<file path="src/rtl/execution_stage.sv">
// execution_stage -- EX stage of the 8-bit pipelined MIPS-style core.
//
// Computes one ALU result per clock from A, B and the decoded immediate
// (data_in) under a 5-bit opcode, then registers the result, the
// {V,S,C,Z} flags and the memory/write-back controls into the EX/MEM
// pipeline boundary.
//
// Ports
//   clk              rising-edge clock
//   reset            asynchronous, active-low reset (clears every output)
//   A, B             operands rs / rt
//   data_in          immediate / offset (shift amount in bits [2:0])
//   op_dec           opcode
//   mem_en_dec, mem_rw_dec, mem_mux_sel_dec, RW_dec   controls from decode
//   ans_ex, flag_ex  registered ALU result and flags {V,S,C,Z}
//   data_out         registered data_in
//   B_Bypass         registered B (store data)
//   mem_en_ex, mem_rw_ex, mem_mux_sel_ex, RW_ex       registered controls
//
// Flow control: there is no valid/ready handshake. Every rising edge
// accepts the current decode inputs and presents them one cycle later.
// There is no FSM; the only state is the EX/MEM register set itself.
module execution_stage (
  input  logic       clk,
  input  logic       reset,
  input  logic [7:0] A,
  input  logic [7:0] B,
  input  logic [7:0] data_in,
  input  logic [4:0] op_dec,
  input  logic       mem_en_dec,
  input  logic       mem_rw_dec,
  input  logic       mem_mux_sel_dec,
  input  logic [4:0] RW_dec,
  output logic [7:0] ans_ex,
  output logic [3:0] flag_ex,
  output logic [7:0] data_out,
  output logic [7:0] B_Bypass,
  output logic       mem_en_ex,
  output logic       mem_rw_ex,
  output logic       mem_mux_sel_ex,
  output logic [4:0] RW_ex
);

  localparam logic [4:0] OP_ADD  = 5'b00000, OP_SUB  = 5'b00001, OP_MOV  = 5'b00010;
  localparam logic [4:0] OP_AND  = 5'b00100, OP_OR   = 5'b00101, OP_XOR  = 5'b00110;
  localparam logic [4:0] OP_NOT  = 5'b00111, OP_ADDI = 5'b01000, OP_SUBI = 5'b01001;
  localparam logic [4:0] OP_MOVI = 5'b01010, OP_ANDI = 5'b01100, OP_ORI  = 5'b01101;
  localparam logic [4:0] OP_XORI = 5'b01110, OP_INC  = 5'b01111, OP_DEC  = 5'b10000;
  localparam logic [4:0] OP_NEG  = 5'b10001, OP_SLL  = 5'b10100, OP_SRL  = 5'b10101;
  localparam logic [4:0] OP_SRA  = 5'b10110, OP_ROL  = 5'b10111, OP_ROR  = 5'b11000;
  localparam logic [4:0] OP_LD   = 5'b11001, OP_ST   = 5'b11010, OP_CMP  = 5'b11011;
  localparam logic [4:0] OP_ADC  = 5'b11100, OP_SBB  = 5'b11101, OP_SWAP = 5'b11110;

  // Result class: selects which flag rules apply.
  localparam logic [1:0] K_LOGIC = 2'd0, K_ADD = 2'd1, K_SUB = 2'd2;

  logic [2:0] sh;
  logic [3:0] rot_back;
  logic [8:0] sll9, srl9;
  logic signed [8:0] sra9;
  logic [7:0] rol8, ror8;

  // Shifts carry one extra bit so the last bit shifted out lands in a
  // fixed position; with sh=0 that bit is naturally 0.
  assign sh       = data_in[2:0];
  assign rot_back = 4'd8 - {1'b0, sh};
  assign sll9     = {1'b0, A} << sh;
  assign srl9     = {A, 1'b0} >> sh;
  assign sra9     = $signed({A, 1'b0}) >>> sh;
  assign rol8     = (A << sh) | (A >> rot_back);
  assign ror8     = (A >> sh) | (A << rot_back);

  logic [1:0] kind;
  logic [7:0] x, y, lres, res, ans_n;
  logic       ci, lc, c, v, upd, keep_a;
  logic [8:0] sum9, dif9;
  logic [3:0] flag_n;

  always_comb begin
    kind   = K_LOGIC;
    x      = A;
    y      = B;
    ci     = 1'b0;
    lres   = 8'h00;
    lc     = 1'b0;
    upd    = 1'b1;
    keep_a = 1'b0;
    case (op_dec)
      OP_ADD:  kind = K_ADD;
      OP_SUB:  kind = K_SUB;
      OP_MOV:  lres = A;
      OP_AND:  lres = A & B;
      OP_OR:   lres = A | B;
      OP_XOR:  lres = A ^ B;
      OP_NOT:  lres = ~A;
      OP_ADDI: begin kind = K_ADD; y = data_in; end
      OP_SUBI: begin kind = K_SUB; y = data_in; end
      OP_MOVI: lres = data_in;
      OP_ANDI: lres = A & data_in;
      OP_ORI:  lres = A | data_in;
      OP_XORI: lres = A ^ data_in;
      OP_INC:  begin kind = K_ADD; y = 8'h01; end
      OP_DEC:  begin kind = K_SUB; y = 8'h01; end
      OP_NEG:  begin kind = K_SUB; x = 8'h00; y = A; end
      OP_SLL:  begin lres = sll9[7:0]; lc = sll9[8]; end
      OP_SRL:  begin lres = srl9[8:1]; lc = srl9[0]; end
      OP_SRA:  begin lres = sra9[8:1]; lc = sra9[0]; end
      // Rotates: the last bit rotated out reappears at the far end.
      OP_ROL:  begin lres = rol8; lc = (sh != 3'd0) & rol8[0]; end
      OP_ROR:  begin lres = ror8; lc = (sh != 3'd0) & ror8[7]; end
      OP_LD,
      OP_ST:   begin kind = K_ADD; y = data_in; end
      OP_CMP:  begin kind = K_SUB; keep_a = 1'b1; end
      OP_ADC:  begin kind = K_ADD; ci = flag_ex[1]; end
      OP_SBB:  begin kind = K_SUB; ci = flag_ex[1]; end
      OP_SWAP: lres = {A[3:0], A[7:4]};
      default: upd = 1'b0;  // NOP and reserved codes hold ans/flags
    endcase

    sum9 = {1'b0, x} + {1'b0, y} + {8'h00, ci};
    // Bit 8 of the 9-bit difference is the borrow (x < y + ci).
    dif9 = {1'b0, x} - {1'b0, y} - {8'h00, ci};

    case (kind)
      K_ADD: begin
        res = sum9[7:0];
        c   = sum9[8];
        v   = (x[7] == y[7]) && (res[7] != x[7]);
      end
      K_SUB: begin
        res = dif9[7:0];
        c   = dif9[8];
        v   = (x[7] != y[7]) && (res[7] != x[7]);
      end
      default: begin
        res = lres;
        c   = lc;
        v   = 1'b0;
      end
    endcase

    ans_n  = keep_a ? A : res;
    flag_n = {v, res[7], c, (res == 8'h00)};
  end

  always_ff @(posedge clk or negedge reset) begin
    if (!reset) begin
      ans_ex         <= 8'h00;
      flag_ex        <= 4'h0;
      data_out       <= 8'h00;
      B_Bypass       <= 8'h00;
      mem_en_ex      <= 1'b0;
      mem_rw_ex      <= 1'b0;
      mem_mux_sel_ex <= 1'b0;
      RW_ex          <= 5'd0;
    end else begin
      if (upd) begin
        ans_ex  <= ans_n;
        flag_ex <= flag_n;
      end
      data_out       <= data_in;
      B_Bypass       <= B;
      mem_en_ex      <= mem_en_dec;
      mem_rw_ex      <= mem_rw_dec;
      mem_mux_sel_ex <= mem_mux_sel_dec;
      RW_ex          <= RW_dec;
    end
  end

endmodule

</file>
<file path="config.mk">
export PLATFORM = sky130hd
export DESIGN_NAME = execution_stage
export DESIGN_NICKNAME = d
export VERILOG_FILES = /design/src/rtl/execution_stage.sv
export SDC_FILE = /design/constraint.sdc
export NUM_CORES = 1
export LEC_CHECK = 0
export CAP_MARGIN = 40
export CELL_PAD_IN_SITES_DETAIL_PLACEMENT = 0
export CELL_PAD_IN_SITES_GLOBAL_PLACEMENT = 2
export CORE_MARGIN = 1.5
export CORE_UTILIZATION = 35
export DETAILED_ROUTE_END_ITERATION = 10
export GPL_ROUTABILITY_DRIVEN = 0
export PLACE_DENSITY_LB_ADDON = 0.2
export SLEW_MARGIN = 10
export SYNTH_ARGS = -nofsm -noshare
export SYNTH_HDL_FRONTEND = slang
export SYNTH_SLANG_ARGS = --single-unit
</file>
<file path="constraint.sdc">
create_clock -name clk -period 8.8 [get_ports clk]
set_clock_uncertainty 0.15 [all_clocks]
set_input_delay 2.64 -clock clk [delete_from_list [all_inputs] [get_ports clk]]
set_output_delay 2.64 -clock clk [all_outputs]
set_load 0.01 [all_outputs]
</file>
* Yosys cells after proc, flatten, opt, wreduce, memory -nomap -nowiden *
Cells that the tools add are included.

word-level totals
  bits in registers = 36
  input bits = 39
  output and inout bits = 36
  logic and storage cells = 86

cells by class
  add/subtract/negate cells = 5
  eq/ne operators = 32
  shift-type cells = 7
  multiplexer cells = 12
  bitwise gates (word level) = 11
  reduce and logical (&&, ||, !) cells = 11

operators by type and width
  operator                                                               number
  8-bit case mux with 15 select lines                                    1
  5-bit equality test, second input constant                             13
  5-bit by 4-bit equality test with 1-bit output, second input constant  7
  8-bit OR                                                               4
  27-bit OR reduction                                                    1
  8-bit case mux with 3 select lines                                     1
  5-bit by 3-bit equality test with 1-bit output, second input constant  4
  8-bit AND                                                              2
  8-bit two-way mux                                                      2
  8-bit case mux with 2 select lines                                     1
  8-bit bitwise XOR                                                      2
  6-bit OR reduction                                                     2
  8-bit by 8-bit adder with 9-bit output                                 1
  9-bit by 1-bit adder with 9-bit output                                 1
  8-bit by 3-bit left shift with 9-bit output                            1
  9-bit by 3-bit right shift with 9-bit output                           1
  9-bit by 3-bit >>> shifter with 9-bit output                           1
  8-bit by 8-bit subtractor with 9-bit output                            1
  9-bit by 1-bit subtractor with 9-bit output                            1
  8-bit zero test                                                        1
  8-bit inverter                                                         1
  8-bit by 3-bit left shift with 8-bit output                            1
  8-bit by 4-bit left shift with 8-bit output                            1
  8-bit by 3-bit right shift with 8-bit output                           1
  other kinds (18)                                                       26

* Longest topological paths before layout *
Gate-level depths: netlist (run 1).

  word-level depth = 8
  depth in mapped cells = 21
  depth with buffers taken out = 19

* Worst setup path after synthesis (run 1) *
Ideal clock, no wire load.

  path kind = input to register
  start = input op_dec[1]
  end = register flag_ex[0]
  library setup time = 0.092 ns
  arrival time = 6.575 ns
  required time = 8.558 ns
  path slack = 1.983 ns
  stages = 18
  buffers on the path = 3
  cell sequence = buf_2 -> clkbuf_1 -> clkbuf_1 -> xnor2_1 -> nor3_1 -> nor2_1 -> a21oi_1 -> nand3_1 -> fa_1 -> fa_1 -> nand2b_1 -> a21oi_1 -> a211oi_1 -> o21ai_0 -> a211oi_1 -> a31oi_1 -> or3_1 -> o31ai_2

between the ends
  word-level cells in the longest chain between the ends = 7
  elaborated cells between the ends (all ways) = 47
  classes of those cells = add/sub: 4; eq/ne: 28; mux: 7; reduce/logical: 8

RTL lines
  element                                                                                                line      source
  from (decl)                                                                                            29        input logic [4:0] op_dec,
  5-bit equality test or 5-bit by 4-bit equality test with 1-bit output (tied branches)                  88        case (op_dec)
  4-bit OR reduction (no source line) or 2-bit OR reduction (tied branches)                              -
  8-bit case mux with 3 select lines                                                                     88
  8-bit by 8-bit subtractor with 9-bit output or 8-bit by 8-bit adder with 9-bit output (tied branches)  122, 120
  9-bit by 1-bit subtractor with 9-bit output or 9-bit by 1-bit adder with 9-bit output (tied branches)  122, 120
  8-bit case mux with 2 select lines                                                                     124       case (kind)
  8-bit zero test                                                                                        143       flag_n = {v, res[7], c, (res == 8'h00)};
  to (signal assigned)                                                                                   159       flag_ex <= flag_n;
  to (decl)                                                                                              35        output logic [3:0] flag_ex,

Several ways; a longest one is shown, not always the timed one.
A chain may end at the register's enable or synchronous reset.

* Worst setup path in the final report (run 1) *
  start = input op_dec[3]
  end = register flag_ex[0]

Same word-level chain as after synthesis.

==> results.sh, run 1 <==
export IMPL_finalPower_uw=759
export IMPL_clk_latency_ns=0.28
export IMPL_synthSimpleGateAreaFrac_pct=22.4
export IMPL_final_area_um2=6020
export IMPL_core_area_um2=14000
export IMPL_p_leak_uw=0.00242
export IMPL_hold_depth=1
export IMPL_r2r_end="flag_ex[0]"
export IMPL_antenna_found_initial=0
export IMPL_cts_resized=0
export IMPL_synthAdderAreaFrac_pct=7.28
export IMPL_hold_viol_final=0
export IMPL_synth_top_family_by_area="compound AO/OA/AOI/OAI gates"
export IMPL_synthesis_instances=657
export IMPL_hold_buffers=0
export IMPL_synth_xor_xnor_area_share_pct=2.60
export IMPL_power_density_nw_per_um2=126
export IMPL_avgSynthCellArea_um2=7.69
export IMPL_wire_per_inst_um=23.5
export IMPL_area_growth_pct=19.1
export IMPL_tightest_slew_ns=0.901
export IMPL_min_delay_start="ans_ex[4]"
export IMPL_cts_tree="yes"
export IMPL_synth_nets=723
export IMPL_fillers=1437
export IMPL_synth_ff_type="dfrtp_1"
export IMPL_grt_max_degree=43
export IMPL_overflow=0
export IMPL_start_kind="input pin"
export IMPL_rsz0062_at_grt="false"
export IMPL_cpPeakStageDelay_ns=0.97
export IMPL_fp_dieW_um=123
export IMPL_cts_buffers=5
export IMPL_setup_viol=0
export IMPL_netlist_area_um2=5050
export IMPL_grt_usage_pct=27.9
export IMPL_firstDrtPassIters=6
export IMPL_nNetsFinal=764
export IMPL_die_h_um=123
export IMPL_period_minus_slack_ns=7.39
export IMPL_io_pins=75
export IMPL_endpoint_kind="register"
export IMPL_maxCapViolCount=0
export IMPL_synth_most_common_cell="nand2_1"
export IMPL_cts_setup_buffers=0
export IMPL_path_max_fanout=20
export IMPL_arrival_ns=7.44
export IMPL_reg2reg_setup_slack_ns=5.30
export IMPL_clk_pin_slew_worst_paths_ns=0.06
export IMPL_finalMaxSlewViolations=0
export IMPL_numClockSinks=36
export IMPL_ant_nets=0
export IMPL_drive_gt1_share_pct=8.44
export IMPL_required_ns=8.85
export IMPL_rows=43
export IMPL_maxSlewHeadroom_pct=39.9
export IMPL_async_flop_share_pct=100
export IMPL_synthDistinctLibCells=86
export IMPL_ir_drop_uv=78.1
export IMPL_yosys_top_cells_count="53 x nand2_1, 52 x nor2_1, 46 x a21oi_1"
export IMPL_fin_crit_sh_pct=84.0
export IMPL_cts_root_buffer="clkbuf_16"
export IMPL_synth_area_leaders="dfrtp_1 18%, ha_1 5.7%, mux2i_1 5.5%"
export IMPL_post_route_util_pct=43.0
export IMPL_grt_pass1_vias=5347
export IMPL_diodes=0
export IMPL_grt_pass1_wl_um=32000
export IMPL_synth_top_area_share_pct=17.8
export IMPL_holdCritPathClass="reg -> reg"
export IMPL_io_buffers=74
export IMPL_synth_compound_area_share_pct=29.6
export IMPL_status="finished, final reports clean"
export IMPL_route_vias_total=5632
export IMPL_slowest_stage="clkdlybuf4s50_1"
export IMPL_r2r_cells=12
export IMPL_hpwl_um=15300
export IMPL_htree_levels=2
export IMPL_synth_edff_count=0
export IMPL_min_delay_worst_endpoint="ans_ex[4]"
export IMPL_cts_buffer_depth=2
export IMPL_drc_errors=0
export IMPL_r2r_start="flag_ex[1]"
export IMPL_worstPathCellList="clkdlybuf4s50_1, inv_2, nor2_1, a21oi_1, nor2_1, a21oi_1, a222oi_1, inv_1, ha_1, nand2b_1, a221oi_1, nor4_1, a41oi_1, a41o_1, nand4_1, or4_1, o31ai_2"
export IMPL_layoutNonFillerInstCount=879
export IMPL_detailed_place_area_um2=5850
export IMPL_yosysTopAreaCell="dfrtp_1"
export IMPL_dp_cells=871
export IMPL_ys_ff_latch=36
export IMPL_wirelength_um=20600
export IMPL_worst_setup_path_type="in -> reg"
export IMPL_synth_seq_area_share_pct=17.8
export IMPL_ys_warn_count=0
export IMPL_fmax_mhz=135
export IMPL_via_per_inst=6.41
export IMPL_die_area_um2=15200
export IMPL_start_util_pct=36.1
export IMPL_fin_tns_setup_ns=0
export IMPL_drtIter0Drc=646
export IMPL_synthMuxAreaShare_pct=10.9
-- cell type report --
class                      count  area, um2  area share (%)
sequential                    36        901            15.0
clock inverter                 3       42.5           0.707
clock buffer                   5        125            2.08
tap                          180        225            3.74
timing repair buffer          93        875            14.5
multi-input combinational    516       3680            61.1
inverter                      46        173            2.87
-- worst max-delay path by stage --
| stage | startpoint | end | cells past startpoint |
|---|---|---|---|
| after floorplan | op_dec[1] | flag_ex[0] | 18 |
| after global placement | op_dec[3] | flag_ex[0] | 17 |
| after detailed placement | op_dec[3] | flag_ex[0] | 17 |
| after CTS | op_dec[3] | flag_ex[0] | 17 |
| after global routing | op_dec[3] | flag_ex[0] | 17 |
| final | op_dec[3] | flag_ex[0] | 17 |
-- placed cells by master, fill, tap and decap left out, types with 5 or more instances in the layout --
cell type	count
a32oi_1	7
o31ai_1	14
a22o_1	5
a211oi_1	10
clkdlybuf4s50_1	72
nor4_1	5
nand4_1	6
clkbuf_16	5
mux2_2	7
a22oi_1	8
nand2_1	53
nor2_1	52
or3_1	5
nand3b_1	9
mux2i_1	28
o22ai_1	7
o21ai_0	32
and2_1	6
nand2b_1	18
o211ai_1	5
a21oi_1	46
buf_4	17
a21o_1	8
ha_1	23
mux4_2	6
a222oi_1	7
xnor2_1	12
nor2b_1	7
nor3_1	15
nand3_1	14
a221oi_1	6
a31oi_1	5
inv_1	42
dfrtp_1	36
-- state kept, by name (all words and copies together), names as in the netlist --
name            flops
B_Bypass            8
RW_ex               5
ans_ex              8
data_out            8
flag_ex             4
mem_en_ex           1
mem_mux_sel_ex      1
mem_rw_ex           1
-- worst max-delay path: cells and delay by family --
| kind | cells | cell delay (ns) |
|---|---|---|
| compound gates | 7 | 1.84 |
| buf+inv | 3 | 1.39 |
| simple gates | 6 | 1.22 |
| fa+ha+maj | 1 | 0.32 |
-- metal layers --
metal / routed length, um / track usage (%)
met5: 0 / 0
met4: 630 / 8.84
met3: 2000 / 5.58
met2: 8890 / 42.5
met1: 9120 / 39.6
-- kinds of logic (layout without fill, tap and decap cells) --
| family | after synthesis | in the layout |
|---|---|---|
| adders and majority gates | 27 | 27 |
| muxes | 45 | 45 |
| and+or+nand+nor | 218 | 218 |
| xor gates and xnor gates | 15 | 15 |
| DFF | 36 | 36 |
| AOI/OAI and AO/OA | 211 | 211 |
| buffers and inverters | 105 | 147 |
-- metrics by stage --
stage	setup slack [ns]	hold slack (ns)
3_3_place_gp	1.30	0.312
3_5_place_dp	1.15	0.323
6_report	1.41	0.330
5_1_grt	1.13	0.369
4_1_cts	1.45	0.337
2_1_floorplan	1.98	0.366
-- power by group --
part	internal, uW	switching [uW]
logic	152	214
registers	181	8.97
clock network	133	69.2
Power figures use the tool's default switching activity.
==> run 2, diff against run 1 <==
Settings changed: CORE_UTILIZATION 35 to 29.
Clock period 8.8 ns to 6 ns, I/O delays scaled along.
==> run 2 against run 1 <==
Compared with the run above:
- register-to-register slack worse by 2.8 ns
- clock power grew 49%
- cell area rose by 8.6%
- worst hold slack got worse by 0.0030 ns
- combinational power is 63% higher
- non-clock buffer count increased by 57
- via count grew 2.4%
- die area grew 20%
- first-iteration DRC count is 8.8% lower
- total power increased by 55%
==> results.sh, run 2 (synthesis results as in run 1) <==
export IMPL_status="finished, final reports clean"
export IMPL_io_pins=75
export IMPL_holdCritPathClass="reg -> reg"
export IMPL_fin_crit_sh_pct=95.3
export IMPL_area_growth_pct=29.3
export IMPL_rows=48
export IMPL_dp_slack_ns=-0.0414
export IMPL_maxSlewHeadroom_pct=38.4
export IMPL_die_h_um=135
export IMPL_wirelength_um=22300
export IMPL_cpPeakStageDelay_ns=0.60
export IMPL_slowest_stage="clkdlybuf4s50_1"
export IMPL_hold_ws_ns=0.327
export IMPL_start_kind="input pin"
export IMPL_grt_pass1_wl_um=33800
export IMPL_worst_setup_path_type="in -> reg"
export IMPL_wire_per_inst_um=22.7
export IMPL_setup_slack_ns=0.280
export IMPL_layoutNonFillerInstCount=981
export IMPL_required_ns=6.04
export IMPL_hold_depth=2
export IMPL_power_density_nw_per_um2=180
export IMPL_numClockSinks=36
export IMPL_nNetsFinal=821
export IMPL_setup_viol=0
export IMPL_cts_tree="yes"
export IMPL_r2r_cells=12
export IMPL_start_util_pct=29.4
export IMPL_mostFrequentLayoutCell="buf_4"
export IMPL_cp_depth=17
export IMPL_core_area_um2=17200
export IMPL_p_leak_uw=0.00271
export IMPL_hpwl_um=17400
export IMPL_endpoint_kind="register"
export IMPL_finalMaxSlewViolations=0
export IMPL_fillers=1807
export IMPL_worstPathCellList="clkdlybuf4s50_1, buf_4, and3b_4, a21o_1, a21oi_1, a222oi_1, inv_1, fa_1, nand2b_1, a21oi_1, buf_4, o21a_1, o21ai_0, a21o_1, nand4_1, or4_1, o31ai_2"
export IMPL_firstDrtPassIters=5
export IMPL_io_buffers=74
export IMPL_route_vias_total=5769
export IMPL_overflow=0
export IMPL_maxCapViolCount=0
export IMPL_fp_dieW_um=135
export IMPL_fin_tns_setup_ns=0
export IMPL_grt_usage_pct=24.4
export IMPL_drive_gt1_share_pct=15.9
export IMPL_antenna_found_initial=0
export IMPL_tightest_slew_ns=0.921
export IMPL_path_max_fanout=6
export IMPL_drc_errors=0
export IMPL_clk_latency_ns=0.28
export IMPL_die_area_um2=18200
export IMPL_hold_viol_final=0
export IMPL_fmax_mhz=175
export IMPL_final_cell_mix="74 x buf_4, 71 x clkdlybuf4s50_1, 53 x nand2_1"
export IMPL_htree_levels=2
export IMPL_post_route_util_pct=38.0
export IMPL_critPathTopFamily="compound AO/OA/AOI/OAI gates"
export IMPL_grt_max_degree=37
export IMPL_diodes=0
export IMPL_cts_root_buffer="clkbuf_16"
export IMPL_ant_nets=0
export IMPL_clk_pin_slew_worst_paths_ns=0.06
export IMPL_drtIter0Drc=589
export IMPL_period_minus_slack_ns=5.72
export IMPL_top_regs="B_Bypass: 8 flops, ans_ex: 8 flops, data_out: 8 flops"
export IMPL_crit_buf_inv=4
export IMPL_via_per_inst=5.88
export IMPL_ir_drop_uv=103
export IMPL_dp_cells=971
export IMPL_cts_buffers=5
export IMPL_grt_pass1_vias=5598
export IMPL_arrival_ns=5.76
export IMPL_cts_buffer_depth=2
==> run 2: where the power goes <==
group,switching (uW),internal (uW)
Combinational,332,265
Clock,105,195
Sequential,11.9,266
==> run 2: metrics by stage <==
step	cell area, um2	power [uW]
floorplan	5050	621
global placement	6310	863
detailed placement	6310	865
CTS	6480	1170
global route	6540	1240
finish	6540	1170
==> run 2: tightest hold or removal path: stages (launching register included) <==
cell and delay (ns):
dfrtp_1 0.34, nand2_1 0.05, o21ai_0 0.06
==> run 2: final cells by class <==
type | count | area, um2 | area share [%]
inverter | 46 | 173 | 2.64
tap | 225 | 282 | 4.31
timing repair buffer | 150 | 1310 | 20.1
multi-input combinational | 516 | 3700 | 56.6
clock buffer | 5 | 125 | 1.91
sequential | 36 | 901 | 13.8
clock inverter | 3 | 42.5 | 0.651
==> run 2: path summary, 6_finish.rpt <==
kind / startpoint / to / slack, ns
hold reg to reg: ans_ex[1] / ans_ex[1] / 0.33
hold / removal: ans_ex[1] / ans_ex[1] / 0.33
max in group asynchronous: reset / B_Bypass[4] / 4.15
min in group asynchronous: reset / data_out[1] / 1.16
setup / recovery: op_dec[2] / flag_ex[0] / 0.28
setup reg to reg: flag_ex[1] / flag_ex[0] / 2.55
==> run 2: repair_timing <==
item,4_1_cts,5_1_grt
resized for setup,0,5
hold buffers,0,0
setup buffers,0,1
endpoints found under the setup margin,0,5
==> run 2: per-layer routing <==
| layer | vias up | routed length, um | track usage, % |
|---|---|---|---|
| met4 | 0 | 825 | 8.48 |
| met5 | - | 0 | 0 |
| met3 | 54 | 2130 | 5.93 |
| met2 | 314 | 9970 | 38.9 |
| li1 | 2628 | - | - |
| met1 | 2773 | 9370 | 32.1 |
